===== config.mk =====
export PLATFORM = sky130hd
export DESIGN_NAME = image_window_gen_flat
export DESIGN_NICKNAME = d
export VERILOG_FILES = /design/src/rtl/cnn_pkg.sv /design/src/rtl/image_window_gen_if.sv /design/src/rtl/image_window_gen_line_buffer.sv /design/src/rtl/image_window_gen.sv /design/src/flat_wrapper.sv
export SDC_FILE = /design/constraint.sdc
export NUM_CORES = 1
export LEC_CHECK = 0
export BUFFER_PORTS_ARGS = -buffer_cell sky130_fd_sc_hd__buf_4
export CORE_MARGIN = 4
export CORE_UTILIZATION = 50
export DETAILED_ROUTE_END_ITERATION = 10
export PLACE_DENSITY = 0.64
export SYNTH_ARGS = -nofsm -noshare
export SYNTH_HDL_FRONTEND = slang
export SYNTH_HIERARCHICAL = 1
export SYNTH_SLANG_ARGS = --single-unit

===== constraint.sdc =====
create_clock -name clk -period 4.2 [get_ports clk]
set_input_delay 0.21 -clock clk [delete_from_list [all_inputs] [get_ports clk]]
set_output_delay 0.21 -clock clk [all_outputs]
set_load 0.05 [all_outputs]

===== src/rtl/cnn_pkg.sv =====
// Shared constants and types for the CNN front end (window generator and
// convolution stage).
package cnn_pkg;

  // Default image geometry and pixel width.
  localparam int DEF_IMG_W = 28;
  localparam int DEF_IMG_H = 28;
  localparam int DEF_PIX_W = 8;

  // Convolution kernel edge length; the window is KSIZE x KSIZE.
  localparam int KSIZE = 3;

  // Window generator frame phase.
  typedef enum logic [1:0] {
    FILL  = 2'd0,
    RUN   = 2'd1,
    DRAIN = 2'd2
  } win_state_t;

endpackage


===== src/rtl/image_window_gen_if.sv =====
// Stream bundle between the image reader, the window generator and the
// convolution stage.
//
// Both streams use the same handshake: a transfer happens on a rising clock
// edge where valid && ready. The producer holds valid and its payload stable
// until that transfer; ready may depend combinationally on valid.
interface image_window_gen_if #(
  parameter int PIX_W = cnn_pkg::DEF_PIX_W
);
  // Pixel stream into the window generator.
  logic                                        in_valid;
  logic                                        in_ready;
  logic [PIX_W-1:0]                            in_pix;
  // Window stream out of the window generator.
  logic                                        win_valid;
  logic                                        win_ready;
  logic [cnn_pkg::KSIZE*cnn_pkg::KSIZE*PIX_W-1:0] win_data;
  logic                                        win_last;

  // Environment side: sends pixels, receives windows.
  modport master (
    output in_valid, in_pix, win_ready,
    input  in_ready, win_valid, win_data, win_last
  );

  // Window generator side.
  modport slave (
    input  in_valid, in_pix, win_ready,
    output in_ready, win_valid, win_data, win_last
  );
endinterface


===== src/rtl/image_window_gen_line_buffer.sv =====
// Line buffer RAM: one word per image column holding the two previous rows.
// Read is combinational and sees the old word during a write to the same
// address, so the caller can shift rows in a single cycle.
module line_buffer #(
  parameter int DEPTH = cnn_pkg::DEF_IMG_W,
  parameter int WIDTH = 2 * cnn_pkg::DEF_PIX_W
) (
  input  logic                     clk,
  input  logic                     we,
  input  logic [$clog2(DEPTH)-1:0] addr,
  input  logic [WIDTH-1:0]         wdata,
  output logic [WIDTH-1:0]         rdata
);

  logic [WIDTH-1:0] mem [DEPTH];

  assign rdata = mem[addr];

  // Synchronous write; contents are never cleared because stale words are
  // only ever read back in rows that produce no window.
  always_ff @(posedge clk) begin
    if (we) begin
      mem[addr] <= wdata;
    end
  end

endmodule


===== src/rtl/image_window_gen.sv =====
// Raster pixel stream to 3x3 window converter. Emits only windows that lie
// fully inside the image, in raster order, one output register deep.
module image_window_gen
  import cnn_pkg::*;
#(
  parameter int IMG_W = DEF_IMG_W,
  parameter int IMG_H = DEF_IMG_H,
  parameter int PIX_W = DEF_PIX_W
) (
  input  logic               clk,
  input  logic               rst,
  image_window_gen_if.slave  bus,
  output win_state_t         dbg_state
);

  localparam int CW = $clog2(IMG_W);
  localparam int RW = $clog2(IMG_H);
  localparam int NWIN = KSIZE * KSIZE;
  localparam logic [CW-1:0] COL_LAST = CW'(IMG_W - 1);
  localparam logic [RW-1:0] ROW_LAST = RW'(IMG_H - 1);
  localparam logic [RW-1:0] ROW_ONE  = RW'(1);

  logic [CW-1:0]         col;
  logic [RW-1:0]         row;
  win_state_t            state;
  logic [PIX_W-1:0]      win_q [NWIN];
  logic [PIX_W-1:0]      win_n [NWIN];
  logic [NWIN*PIX_W-1:0] win_packed;
  logic [NWIN*PIX_W-1:0] data_q;
  logic                  valid_q;
  logic                  last_q;
  logic [2*PIX_W-1:0]    lb_rd;
  logic [2*PIX_W-1:0]    lb_wr;
  logic [PIX_W-1:0]      lb0;
  logic [PIX_W-1:0]      lb1;
  logic                  accept;
  logic                  emit;
  logic                  frame_end;

  // DRAIN blocks input so the next frame cannot start until the final window
  // has left; otherwise a single output register needs no bubble.
  assign bus.in_ready = (state != DRAIN) && (!valid_q || bus.win_ready);
  assign accept       = bus.in_valid && bus.in_ready;
  assign frame_end    = (row == ROW_LAST) && (col == COL_LAST);
  assign emit         = accept && (row >= RW'(2)) && (col >= CW'(2));

  // lb0 holds row-1, lb1 holds row-2 for the current column.
  assign {lb1, lb0} = lb_rd;
  assign lb_wr      = {lb0, bus.in_pix};

  line_buffer #(
    .DEPTH (IMG_W),
    .WIDTH (2 * PIX_W)
  ) u_line_buffer (
    .clk   (clk),
    .we    (accept),
    .addr  (col),
    .wdata (lb_wr),
    .rdata (lb_rd)
  );

  // Next window: shift left by one column and append {row-2,row-1,row}.
  always_comb begin
    for (int k = 0; k < NWIN; k++) begin
      win_n[k] = win_q[k];
    end
    for (int r = 0; r < KSIZE; r++) begin
      for (int c = 0; c < KSIZE - 1; c++) begin
        win_n[r*KSIZE + c] = win_q[r*KSIZE + c + 1];
      end
    end
    win_n[KSIZE-1]   = lb1;
    win_n[2*KSIZE-1] = lb0;
    win_n[NWIN-1]    = bus.in_pix;
  end

  // Flatten the next window, element k at [k*PIX_W +: PIX_W].
  always_comb begin
    win_packed = '0;
    for (int k = 0; k < NWIN; k++) begin
      win_packed[k*PIX_W +: PIX_W] = win_n[k];
    end
  end

  assign bus.win_valid = valid_q;
  assign bus.win_data  = data_q;
  assign bus.win_last  = last_q;
  assign dbg_state     = state;

  // Raster counters, window registers, output register and frame FSM.
  always_ff @(posedge clk or negedge rst) begin
    if (!rst) begin
      col     <= '0;
      row     <= '0;
      state   <= FILL;
      valid_q <= 1'b0;
      last_q  <= 1'b0;
      data_q  <= '0;
      for (int k = 0; k < NWIN; k++) begin
        win_q[k] <= '0;
      end
    end else begin
      if (accept) begin
        for (int k = 0; k < NWIN; k++) begin
          win_q[k] <= win_n[k];
        end
        if (col == COL_LAST) begin
          col <= '0;
          row <= (row == ROW_LAST) ? '0 : row + 1'b1;
        end else begin
          col <= col + 1'b1;
        end
      end

      // A new window overrides a handshake; a bare handshake empties the slot.
      if (emit) begin
        valid_q <= 1'b1;
        data_q  <= win_packed;
        last_q  <= frame_end;
      end else if (bus.win_ready) begin
        valid_q <= 1'b0;
        last_q  <= 1'b0;
      end

      case (state)
        FILL:    if (accept && (row == ROW_ONE) && (col == COL_LAST)) state <= RUN;
        RUN:     if (accept && frame_end) state <= DRAIN;
        DRAIN:   if (valid_q && bus.win_ready && last_q) state <= FILL;
        default: state <= FILL;
      endcase
    end
  end

endmodule


===== src/flat_wrapper.sv =====
// flat-port wrapper written by rule: the top's interface ports become plain ports
module image_window_gen_flat import cnn_pkg::*;
#(
  parameter int IMG_W = DEF_IMG_W,
  parameter int IMG_H = DEF_IMG_H,
  parameter int PIX_W = DEF_PIX_W
)
  (clk, rst, dbg_state, bus_in_valid, bus_in_pix, bus_win_ready, bus_in_ready, bus_win_valid, bus_win_data, bus_win_last);
  image_window_gen_if #(.PIX_W(PIX_W)) bus_i ();
  input  logic clk;
  input  logic rst;
  output win_state_t dbg_state;
  input wire logic [$bits(bus_i.in_valid)-1:0] bus_in_valid;
  input wire logic [$bits(bus_i.in_pix)-1:0] bus_in_pix;
  input wire logic [$bits(bus_i.win_ready)-1:0] bus_win_ready;
  output wire logic [$bits(bus_i.in_ready)-1:0] bus_in_ready;
  output wire logic [$bits(bus_i.win_valid)-1:0] bus_win_valid;
  output wire logic [$bits(bus_i.win_data)-1:0] bus_win_data;
  output wire logic [$bits(bus_i.win_last)-1:0] bus_win_last;
  assign bus_i.in_valid = bus_in_valid;
  assign bus_i.in_pix = bus_in_pix;
  assign bus_i.win_ready = bus_win_ready;
  assign bus_in_ready = bus_i.in_ready;
  assign bus_win_valid = bus_i.win_valid;
  assign bus_win_data = bus_i.win_data;
  assign bus_win_last = bus_i.win_last;
  image_window_gen #(.IMG_W(IMG_W), .IMG_H(IMG_H), .PIX_W(PIX_W)) u_core (.clk(clk), .rst(rst), .bus(bus_i), .dbg_state(dbg_state));
endmodule

After elaboration in Yosys (flattened, before gate mapping) --
Memories as Yosys holds them, arrays and structs flattened. Cells that the tools add are included. Widths: inputs -> output; s select.
Storage, ports and cells: memory bits (writable) 448, register bits after elaboration 134, logic and storage cells 53, memories 1, output and inout port bits 77, input port bits 12
Memory list:
- u_core.u_line_buffer.mem | words 28, bits a word 16, rd ports 1, clocked after Yosys merged registers in 0, write ports 1, RTL line image_window_gen_line_buffer.sv:15 | logic [WIDTH-1:0] mem [DEPTH];
Operators by class: mux-type cells 11, reduce and logical (&&, ||, !) cells 16, $lt $le $gt $ge 2, equality and inequality tests 9, $add $sub $neg 2
Operators by type and width (number):
- $add 5x1->5 const B | 2
- $eq 5x5->1 const B | 2
- $ge 5x2->1 const B | 2
- $logic_and 1x1->1 | 10
- $mux 5 | 2
- $mux 2 | 3
- $ne 2x1->1 const B | 3
- $pmux 2 s3 | 1
- $eq 5x1->1 const B | 1
- $mux 1 | 5
- $reduce_and 3->1 | 1
- $eq 2x1->1 const B | 1
- $eq 2x2->1 const B | 1
- $logic_not 2->1 | 1
- $ne 2x2->1 const B | 1
- $reduce_and 2->1 | 1
- $reduce_bool 2->1 | 1
- $logic_not 1->1 | 1
- $logic_or 1x1->1 | 1

Longest topological paths before layout --
Gate-level depths: netlist (run 1).
depth in word-level cells 8, depth in mapped cells 10, depth with buffers taken out 6

Modules after synthesis --
The synthesis (run 1) kept the hierarchy.
By module, submodules not included:
- line_buffer | instances 1, area each 17394.2 um2, cells an instance 873, sequential area each 13452.9 um2
- image_window_gen | instances 1, area each 5327.6 um2, cells an instance 466, sequential area each 3353.2 um2

Worst setup path before layout (run 1) --
No wires, ideal clock.
path kind register to register, start point reg u_core.state[0], in the netlist u_core/dbg_state[0], end point mem u_core/u_line_buffer/mem[16][0] in the netlist's numbering (enable), stages on the path, launching flop included 8, setup time 0.409 ns, data arrival time 3.429 ns, clock period less this slack 3.839 ns, slack 0.361 ns, path buffers 2, required time 3.791 ns, cell sequence dfrtp_1 nand2b_1 nand3_1 inv_2 buf_1 or3b_2 clkbuf_1 nor3_1
Between the ends: longest elaborated chain between the ends 5
RTL lines:
- start: declaration | RTL line image_window_gen.sv:25 | win_state_t state;
- start signal: assignment | RTL line image_window_gen.sv:95 | state <= FILL;
- start signal: assignment | RTL line image_window_gen.sv:126 | FILL: if (accept && (row == ROW_ONE) && (col == COL_LAST)) state <= RUN;
- start signal: assignment | RTL line image_window_gen.sv:127 | RUN: if (accept && frame_end) state <= DRAIN;
- $ne 2x2->1 | RTL line image_window_gen.sv:42 | assign bus.in_ready = (state != DRAIN) && (!valid_q || bus.win_ready);
- $logic_and 1x1->1 | RTL line image_window_gen.sv:42
- $logic_and 1x1->1 | RTL line image_window_gen.sv:43 | assign accept = bus.in_valid && bus.in_ready;
- via u_core.accept | RTL line image_window_gen.sv:36 | logic accept;
- $mux 1 | RTL line image_window_gen_line_buffer.sv:22 | if (we) begin
- $mux 1 (not written as such) | RTL line image_window_gen_line_buffer.sv:23 | mem[addr] <= wdata;
- end: declaration | RTL line image_window_gen_line_buffer.sv:15
The timed path passes the listed nets, and every way through them passes these cells.

Worst setup path in the final report (run 1) --
start point reg u_core.col[1], end point mem u_core/u_line_buffer/mem[12][9] in the netlist's numbering, data pin
Between the ends: longest elaborated chain between the ends 1
RTL lines:
- start: declaration | RTL line image_window_gen.sv:23 | logic [CW-1:0] col;
- start signal: assignment | RTL line image_window_gen.sv:111 | col <= col + 1'b1;
- $mem_v2 28x16
- via u_core.lb_rd[1] | RTL line image_window_gen.sv:32 | logic [2*PIX_W-1:0] lb_rd;
The timed path passes the listed nets, and every way through them passes these cells.

==> impl_metrics.tcl, run 1 <==
set metrics [dict create \
    ant_nets 0 \
    fin_worst_skew_ps 17.6 \
    nets 1511 \
    antenna_found_initial 0 \
    diodes 0 \
    drt-initial-drc-count 1216 \
    period_share_pct 75.2 \
    post-cts-setup-buffers 0 \
    drive_above_1_share_pct 23.3 \
    status "finished, final reports clean" \
    cts_buffers 58 \
    min_period_ps 3160 \
    avgRoutedWirePerCell_um 24.3 \
    hold_slack_ps 32.7 \
    grt_pass1_wl_mm 78.9 \
    setup_violations 0 \
    slew_viol_final 0 \
    multi_input_area_sq_mm 0.00540 \
    syn_inst 1339 \
    die-width_um 221 \
    ys_seq_area_share_pct 74.0 \
    htreeDepth 2 \
    ir_drop_mv 0.492 \
    arrival_ps 3500 \
    cap_violations 0 \
    path_clk_slew_ps 60 \
    placed_area_sq_mm 0.0244 \
    cts.sinks 582 \
    stdcell_area_sq_mm 0.0263 \
    finalPower_mw 17.9 \
    viasPerCell 5.78 \
    min_to "u_core/win_n[15]" \
    cts_tree "yes" \
    core_sq_mm 0.0446 \
    max_clock_freq_mhz 317 \
    hold_start "bus_in_pix[7]" \
    die-area_sq_mm 0.0489 \
    hpwl_mm 32.4 \
    area_growth_pct 15.7 \
    path_class "reg -> reg" \
    dr.pass1.iters 5 \
    root_buffer "clkbuf_16" \
    final_hold_viol_count 0 \
    synth_warnings 6 \
    postLayoutCoreUtil_pct 58.9 \
    crit_path_end_kind "register" \
    synth_edf_count 448 \
    rows 77 \
    synth_nets 1356 \
    grt.total_usage_pct 20.9 \
    crit_path_start_kind "register" \
    yosys.area.top_type "edfxtp_1" \
    synth_area_sq_mm 0.0227 \
    grt_pass1_vias 12100 \
    num_vias 12300 \
    yosys-top-cells-area "edfxtp_1 59%, dfrtp_1 15%, mux2i_1 6.1%, mux4_2 4.1%, nand2_1 2.6%" \
    nFillCells 3305 \
    synth_top_area_share_pct 59.2 \
    gp_congestion 0.854 \
    clk_latency_ps 610 \
    min_path_cells 3 \
    cp_max_fo 58 \
    hold_class "in -> reg" \
    seqCellArea_sq_mm 0.0168 \
    finalSetupTns_ps 0 \
    ys_types 50 \
    clockBufferDepth 3 \
    io_buffers 88 \
    die_height_um 221 \
    grt_max_degree 100 \
    synth.avg_cell_area_sq_um 17.0 \
    slew-limit-headroom_pct 29.4 \
    yosys-top-cells-count "448 x edfxtp_1, 157 x nand2_1, 138 x mux2i_1, 134 x dfrtp_1, 91 x o22ai_1" \
    r2r-start "u_core/col[1]" \
    yosysMostFrequentCell "edfxtp_1" \
    power_density_mw_per_mm2 682 \
    start_util_pct 50.9 \
    io_pins 89 \
    grt.overflow.total 0 \
    ys_ff_latch 582 \
    ys.flop_type "edfxtp_1" \
    leakagePower_nw 9.89 \
    async_flop_share_pct 23.0 \
    worstMarginPinSlew_ps 1060 \
    drc 0 \
    r2r-end "u_core/u_line_buffer/mem[12][9]" \
    reg2reg_setup_slack_ps 1040 \
    rsz0062_at_grt "false" \
    ff2ff_path_depth 6 \
    drt_wl_total_mm 51.8 \
    required_ps 4540 \
]
==> logic make-up (layout without fill, tap and decap cells) <==
kind of cell,Yosys count,in the layout,synth area share (%)
AOI/OAI and AO/OA,151,151,4.70
muxes,227,227,13.2
DFF,582,582,74.0
adders and majority gates,5,5,0.275
buffers and inverters,111,311,2.52
and+or+nand+nor,263,263,5.32
==> layout by cell type, fill, tap and decap left out, types with 12 or more instances in the layout <==
master,instances
a22oi_1,20
mux4_2,41
clkinv_2,12
mux2_4,30
nor4_1,26
buf_4,155
nor2_1,29
nand2_1,157
dfrtp_1,131
o22ai_1,91
mux2i_1,138
inv_1,36
clkbuf_1,13
edfxtp_1,448
clkbuf_16,61
==> final cells by class <==
cell class | instances | area share (%)
clock buffer | 77 | 6.15
tap | 592 | 2.82
inverter | 37 | 0.528
multi-input combinational | 646 | 20.6
clock inverter | 28 | 0.805
timing repair buffer | 169 | 5.16
sequential | 582 | 64.0
==> flip-flops by register name (all words and copies together), names as in the netlist <==
name / cells
u_core/bus.win_last: 1
u_core/win_n: 48
u_core/bus.win_valid: 1
u_core/row: 5
u_core/u_line_buffer/mem: 448
u_core/bus.win_data: 72
u_core/dbg_state: 2
u_core/col: 5
==> layer usage <==
layer	routed length (um)	share of wire, %	track usage [%]
met5	0	0	0
met4	1120	2.2	5.56
met3	3210	6.2	3.11
met2	24800	48	33.3
met1	22700	44	30.8
==> metrics by stage <==
| stage | instances | setup slack [ps] |
|---|---|---|
| 6_report | 2131 | 1040 |
| 5_1_grt | 2131 | 827 |
| 2_1_floorplan | 1339 | 361 |
| 3_3_place_gp | 2018 | 1070 |
| 4_1_cts | 2131 | 1030 |
| 3_5_place_dp | 2018 | 1050 |
==> critical path, cell delays in order (launching register included) <==
cell	delay (ps)
dfrtp_4	1090
buf_4	380
mux2i_1	220
o22ai_1	160
nor4_1	440
a22oi_2	270
buf_4	270
==> timing repair <==
item | in CTS | in global routing
endpoints found under the hold margin | 111 | 0
resized for setup | 0 | 0
hold buffers | 8 | 0
==> where the power goes <==
part,internal (mW),switching [mW]
combinational,1.70,3.27
sequential,7.54,0.445
clock,2.87,2.09
total,12.1,5.81
==> worst max-delay path by stage <==
stage | start | end | slack (ps) | cells after the start
after floorplan | u_core/dbg_state[0] | u_core/u_line_buffer/mem[16][0] | 360 | 7
after global placement | u_core/col[1] | u_core/row[4] | 1070 | 6
after detailed placement | u_core/col[1] | u_core/row[3] | 1050 | 6
after CTS | u_core/col[1] | u_core/u_line_buffer/mem[12][9] | 1030 | 6
after global routing | u_core/col[1] | u_core/row[3] | 830 | 6
final | u_core/col[1] | u_core/u_line_buffer/mem[12][9] | 1040 | 6
No activity file was read; power rests on OpenSTA's default activity.
==> run 2, diff against run 1 <==
==> constraint.sdc (replaced) <==
create_clock -name clk -period 3.17 [get_ports clk]
set_input_delay 0.1585 -clock clk [delete_from_list [all_inputs] [get_ports clk]]
set_output_delay 0.1585 -clock clk [all_outputs]
set_load 0.05 [all_outputs]
==> run 2 against run 1 <==
  * Final cell count rose by 1.6%
  * Hold slack gained 88 ps
  * Design area up 1.3%
  * Critical path type unchanged
  * Sequential cell count unchanged
  * Sequential power increased by 30%
  * Critical path depth is the same
==> impl_metrics.tcl, run 2 (synthesis gave the netlist of run 1 again) <==
set metrics [dict create \
    status "finished, final reports clean" \
    power_density_mw_per_mm2 903 \
    rsz0062_at_grt "false" \
    ant_nets 0 \
    worstMarginPinSlew_ps 1330 \
    crit_path_start_kind "register" \
    cpMostUsedCell "o22ai_1" \
    required_ps 3700 \
    final_hold_viol_count 0 \
    p_comb_share_pct 28.4 \
    grt.overflow.total 0 \
    postLayoutCoreUtil_pct 59.7 \
    crit_buf_inv 0 \
    top_register "u_core/u_line_buffer/mem" \
    internal_power_mw 16.3 \
    path_clk_slew_ps 60 \
    hold_class "in -> reg" \
    root_buffer "clkbuf_16" \
    die-width_um 221 \
    drive_above_1_share_pct 25.5 \
    clockBufferDepth 3 \
    dr.pass1.iters 7 \
    slew_viol_final 0 \
    max_clock_freq_mhz 333 \
    avgRoutedWirePerCell_um 24.2 \
    drc 0 \
    nets 1540 \
    min_period_ps 3000 \
    hold_start "bus_in_valid" \
    cp_slowest_stage_delay_ps 1040 \
    die-area_sq_mm 0.0489 \
    placed_area_sq_mm 0.0246 \
    r2r-start "u_core/col[0]" \
    slew-limit-headroom_pct 11.5 \
    cap_violations 0 \
    worstPathCellList "or4b_4 > o22ai_1 > nor4_1 > a22oi_2 > nand2_1 > o22ai_1" \
    p_sw_mw 7.73 \
    area_growth_pct 17.2 \
    antenna_found_initial 0 \
    grt.total_usage_pct 21.2 \
    grt_pass1_vias 12300 \
    arrival_ps 3530 \
    ir_drop_mv 0.637 \
    largest_reg_flops 448 \
    grt_pass1_wl_mm 79.1 \
    viasPerCell 5.69 \
    cp_max_fo 29 \
    die_height_um 221 \
    io_pins 89 \
    drt_wl_total_mm 52.5 \
    setup.worst_path.start "u_core/col[0]" \
    final_cell_mix "448 x edfxtp_1, 181 x buf_4, 157 x nand2_1, 138 x mux2i_1, 131 x dfrtp_1" \
    cts_tree "yes" \
    clk_latency_ps 620 \
    final_common_cell "edfxtp_1" \
    htreeDepth 2 \
    cts_buffers 58 \
    stdcell_area_sq_mm 0.0266 \
    cts.sinks 582 \
    cp_slowest_cell "a22oi_2" \
    setup_violations 0 \
    fin_worst_skew_ps 19.1 \
    seqPwrFrac_pct 43.2 \
    cpLargestDelayFamily "compound AO/OA/AOI/OAI gates" \
    io_buffers 88 \
    hpwl_mm 33.2 \
    clkPwrFrac_pct 28.4 \
    rows 77 \
    path_class "reg -> reg" \
    swShare_pct 32.2 \
    period_share_pct 94.7 \
    cts_resized 0 \
    core_sq_mm 0.0446 \
    leakagePower_nw 10.1 \
    gp_congestion 0.847 \
    grt_max_degree 89 \
    crit_path_end_kind "register" \
    num_vias 12300 \
    drt-initial-drc-count 1141 \
    start_util_pct 50.9 \
]
[run 2: cell types whose count changed in the layout (fill, tap and decap cells not counted), moves of 2 or more]
cell,change
buf_4,+26
clkbuf_1,-10
clkbuf_4,+6
clkbuf_8,+6
clkbuf_16,-3
clkinv_4,+2
clkinvlp_4,+2
dlygate4sd3_1,+2
inv_6,+2
[run 2: worst paths after layout]
check	slack (ps)	cells after the start	endpoint
min in group asynchronous	170	2	u_core/bus.win_data[12]
hold reg to reg	480	2	u_core/win_n[20]
max in group asynchronous	2240	3	u_core/bus.win_data[70]
setup reg to reg	170	6	u_core/bus.win_data[42]
hold / removal	120	3	u_core/row[3]
setup / recovery	170	6	u_core/bus.win_data[42]
[run 2: stage by stage]
step,hold WS [ps],setup TNS (ps),setup WS (ps),power (mW),cells
after detailed placement,271,0,115,17.4,2045
after floorplan,-137,-23960,-250,14.8,1339
final,120,0,169,24.1,2166
after global placement,272,0,220,17.2,2045
after global routing,135,0,10.2,25.0,2165
after CTS,76.4,0,91.9,24.2,2165
[run 2: layout make-up]
type                            instances  area, sq um
Clock buffer                           76         1630
Clock inverter                         34          299
Timing Repair Buffer                  198         1590
Antenna cell                            1         2.50
Fill cell                            3367        18000
Tap cell                              592          741
Sequential cell                       582        16800
Inverter                               37          139
Multi-Input combinational cell        646         5410
[run 2: layer usage]
metal	part of all wire (%)	track usage (%)	routed length, um
met1	44	30.3	23100
met3	5.4	3.47	2820
met2	48	33.7	25000
met4	3.0	7.11	1580
met5	0	0	0
[run 2: tightest hold or removal path, cell delays in order]
cell and delay, ps:
buf_4 120, nand4_1 290, o31ai_1 130
[run 2: repair_timing]
| action | CTS | global route |
|---|---|---|
| buffers inserted | 0 | 0 |
| endpoints found under the setup margin | 0 | 1 |
| endpoints found under the hold margin | 320 | 0 |
| hold buffers | 10 | 0 |
[run 2: power by group through the flow]
| stage | registers [mW] | clock network, mW | logic (mW) |
|---|---|---|---|
| after detailed placement | 10.5 | 0 | 6.84 |
| after global placement | 10.5 | 0 | 6.72 |
| after global routing | 10.5 | 7.28 | 7.28 |
| after floorplan | 11.1 | 0 | 3.68 |
| after CTS | 10.4 | 6.96 | 6.87 |
| final | 10.4 | 6.83 | 6.84 |
==> run 3, diff against run 2 <==
--- a/config.mk
+++ b/config.mk
@@ -5,11 +5,15 @@
 export SDC_FILE = /design/constraint.sdc
 export NUM_CORES = 1
 export LEC_CHECK = 0
+export ABC_AREA = 1
 export BUFFER_PORTS_ARGS = -buffer_cell sky130_fd_sc_hd__buf_4
+export CELL_PAD_IN_SITES_DETAIL_PLACEMENT = 2
+export CELL_PAD_IN_SITES_GLOBAL_PLACEMENT = 2
 export CORE_MARGIN = 4
-export CORE_UTILIZATION = 50
+export CORE_UTILIZATION = 42
+export CTS_BUF_LIST = sky130_fd_sc_hd__clkbuf_2
 export DETAILED_ROUTE_END_ITERATION = 10
-export PLACE_DENSITY = 0.64
+export PLACE_DENSITY = 0.79
 export SYNTH_ARGS = -nofsm -noshare
 export SYNTH_HDL_FRONTEND = slang
 export SYNTH_HIERARCHICAL = 1
==> run 3 against run 2 <==
  * Critical path depth rose by 4
  * Synthesized cell count rose by 80%
  * Design area rose by 4.8%
  * Critical endpoint is now u_core/bus.win_last
  * Sequential cell count did not move
  * Highest routed layer unchanged
  * Sequential share of layout area fell by 2.9 points
  * Clock power fell by 18%
  * Clock skew rose by 78 ps
==> impl_metrics.tcl, run 3 <==
set metrics [dict create \
    status "finished, final reports clean" \
    seqCellArea_sq_mm 0.0168 \
    avgRoutedWirePerCell_um 24.3 \
    worstMarginPinSlew_ps 902 \
    finalSetupTns_ps 0 \
    drt-initial-drc-count 1285 \
    cts.sinks 582 \
    max_clock_freq_mhz 337 \
    area_growth_pct 14.8 \
    r2r-end "u_core/bus.win_last" \
    cap_violations 0 \
    clk_latency_ps 1370 \
    grt.overflow.total 0 \
    gp_congestion 0.788 \
    ff2ff_path_depth 10 \
    synth_edf_count 448 \
    hpwl_mm 49.1 \
    drc 0 \
    ys_types 28 \
    synth_warnings 6 \
    slew-limit-headroom_pct 39.9 \
    placed_area_sq_mm 0.0260 \
    ys.flop_type "edfxtp_1" \
    stdcell_area_sq_mm 0.0279 \
    yosysMostFrequentCell "nand2_1" \
    synth_top_area_share_pct 55.3 \
    start_util_pct 42.8 \
    hold_class "in -> reg" \
    largest_reg_flops 448 \
    setup_ws_ps 205 \
    final_common_cell "nand2_1" \
    cts_buffers 157 \
    die-width_um 249 \
    multi_input_area_sq_mm 0.00669 \
    drt_wl_total_mm 85.7 \
    nets 2663 \
    ys_seq_area_share_pct 69.1 \
    final_hold_viol_count 0 \
    clockBufferDepth 3 \
    min_path_cells 5 \
    r2r-start "u_core/col[0]" \
    die-area_sq_mm 0.0618 \
    min_period_ps 2970 \
    crit_path_start_kind "register" \
    viasPerCell 5.35 \
    power_density_mw_per_mm2 501 \
    grt_pass1_vias 21400 \
    arrival_ps 4210 \
    die_height_um 249 \
    pre_cts_slack_ps 447 \
    postLayoutCoreUtil_pct 49.1 \
    yosys.area.top_type "edfxtp_1" \
    setup.worst_path.start "u_core/col[0]" \
    dr.pass1.iters 5 \
    io_pins 89 \
    min_to "u_core/win_n[16]" \
    rows 87 \
    antenna_found_initial 2 \
    syn_inst 2407 \
    rsz0062_at_grt "false" \
    drive_above_1_share_pct 16.5 \
    cp_max_fo 74 \
    io_buffers 88 \
    hold_slack_ps 265 \
    grt_pass1_wl_mm 131 \
    hold_start "bus_in_valid" \
    final_cell_mix "1430 x nand2_1, 448 x edfxtp_1, 232 x clkbuf_2, 155 x buf_4, 132 x dfrtp_1" \
    path_clk_slew_ps 120 \
    slew_viol_final 0 \
    setup_violations 0 \
    num_vias 18900 \
    ys_ff_latch 582 \
    crit_path_end_kind "register" \
    cts_tree "yes" \
    synth_area_sq_mm 0.0243 \
    top_register "u_core/u_line_buffer/mem" \
    yosys-top-cells-area "edfxtp_1 55%, nand2_1 22%, dfrtp_1 14%, nand4_1 2.0%, nor2_1 1.6%" \
    fin_worst_skew_ps 97.1 \
    async_flop_share_pct 23.0 \
    synth_nets 2424 \
    grt.total_usage_pct 27.6 \
    reg2reg_setup_slack_ps 200 \
    synth.avg_cell_area_sq_um 10.1 \
    period_share_pct 93.5 \
    leakagePower_nw 12.7 \
    ir_drop_mv 0.291 \
    required_ps 4410 \
    core_sq_mm 0.0568 \
    path_class "reg -> reg" \
    htreeDepth 4 \
    grt_max_degree 122 \
    yosys-top-cells-count "1430 x nand2_1, 448 x edfxtp_1, 134 x dfrtp_1, 104 x nor2_1, 77 x nand4_1" \
    nFillCells 6102 \
    ant_nets 0 \
    root_buffer "clkbuf_2" \
]
-- run 3: cell count changes after synthesis, sizes merged, moves of 8 or more --
cell    delta
nand3     +23
a22oi     -27
nand2   +1274
mux2      -45
mux4      -44
buf       +59
nor2      +78
o22ai    -101
nand4     +75
nor4      -26
inv        -8
mux2i    -138
clkbuf     -9
-- run 3: stage by stage --
step | total power, mW | std cells
4_1_cts | 14.1 | 3525
3_3_place_gp | 8.45 | 3206
5_1_grt | 14.6 | 3526
6_report | 14.0 | 3526
2_1_floorplan | 8.33 | 2407
3_5_place_dp | 8.46 | 3206
-- run 3: routing by layer --
layer	wire (um)	GRT usage, %	vias up
met3	3850	5.24	172
met4	2940	11.0	0
met1	34300	33.4	9796
met5	0	0	-
li1	-	-	8403
met2	44500	49.0	495
-- run 3: what timing repair did --
item	in CTS	in global routing
endpoints found under the setup margin	0	1
hold buffers	37	0
resized for setup	0	1
endpoints found under the hold margin	940	0
setup buffers	0	0
-- run 3: cell type report --
type	count	area share, %
Clock buffer	232	4.16
Clock inverter	50	1.10
Timing Repair Buffer	204	6.65
Antenna cell	1	0.00897
Sequential cell	582	60.3
Tap cell	756	3.39
Inverter	30	0.431
Multi-Input combinational cell	1671	24.0
-- run 3: report_power, final --
part	switching [mW]	internal, mW	total, mW
clock	3.41	2.22	5.63
combinational	0.120	0.0547	0.174
sequential	0.0000000000000000313	8.16	8.16
total	3.53	10.4	14.0
-- run 3: worst max-delay path by stage --
stage	end	slack, ps	cells past startpoint
2_1_floorplan	u_core/u_line_buffer/mem[17][0]	430	8
3_3_place_gp	u_core/bus.win_data[43]	600	9
3_5_place_dp	u_core/bus.win_data[42]	450	12
4_1_cts	u_core/bus.win_last	100	10
5_1_grt	u_core/bus.win_last	0.3	10
6_report	u_core/bus.win_last	200	10
-- run 3: kinds of logic (layout without fill, tap and decap cells) --
kind of cell	count (synthesis)	in the layout	share of synthesized area (%)
XOR/XNOR	2	2	0.0721
AO/OA/AOI/OAI	6	6	0.139
flip-flops	582	582	69.1
AND/OR/NAND/NOR	1658	1658	27.0
other	0	1	0
adder cells (fa/ha/maj)	5	5	0.257
buffers and inverters	154	516	3.36
-- run 3: worst max-delay path: stages (launching register included) --
cell and delay, ps:
dfrtp_4 660, buf_6 350, inv_1 150, ha_1 230, nor2_1 140, nand3_2 140, nand3_2 130, buf_12 330
nand2_1 110, dlygate4sd3_1 570, nand2_1 60
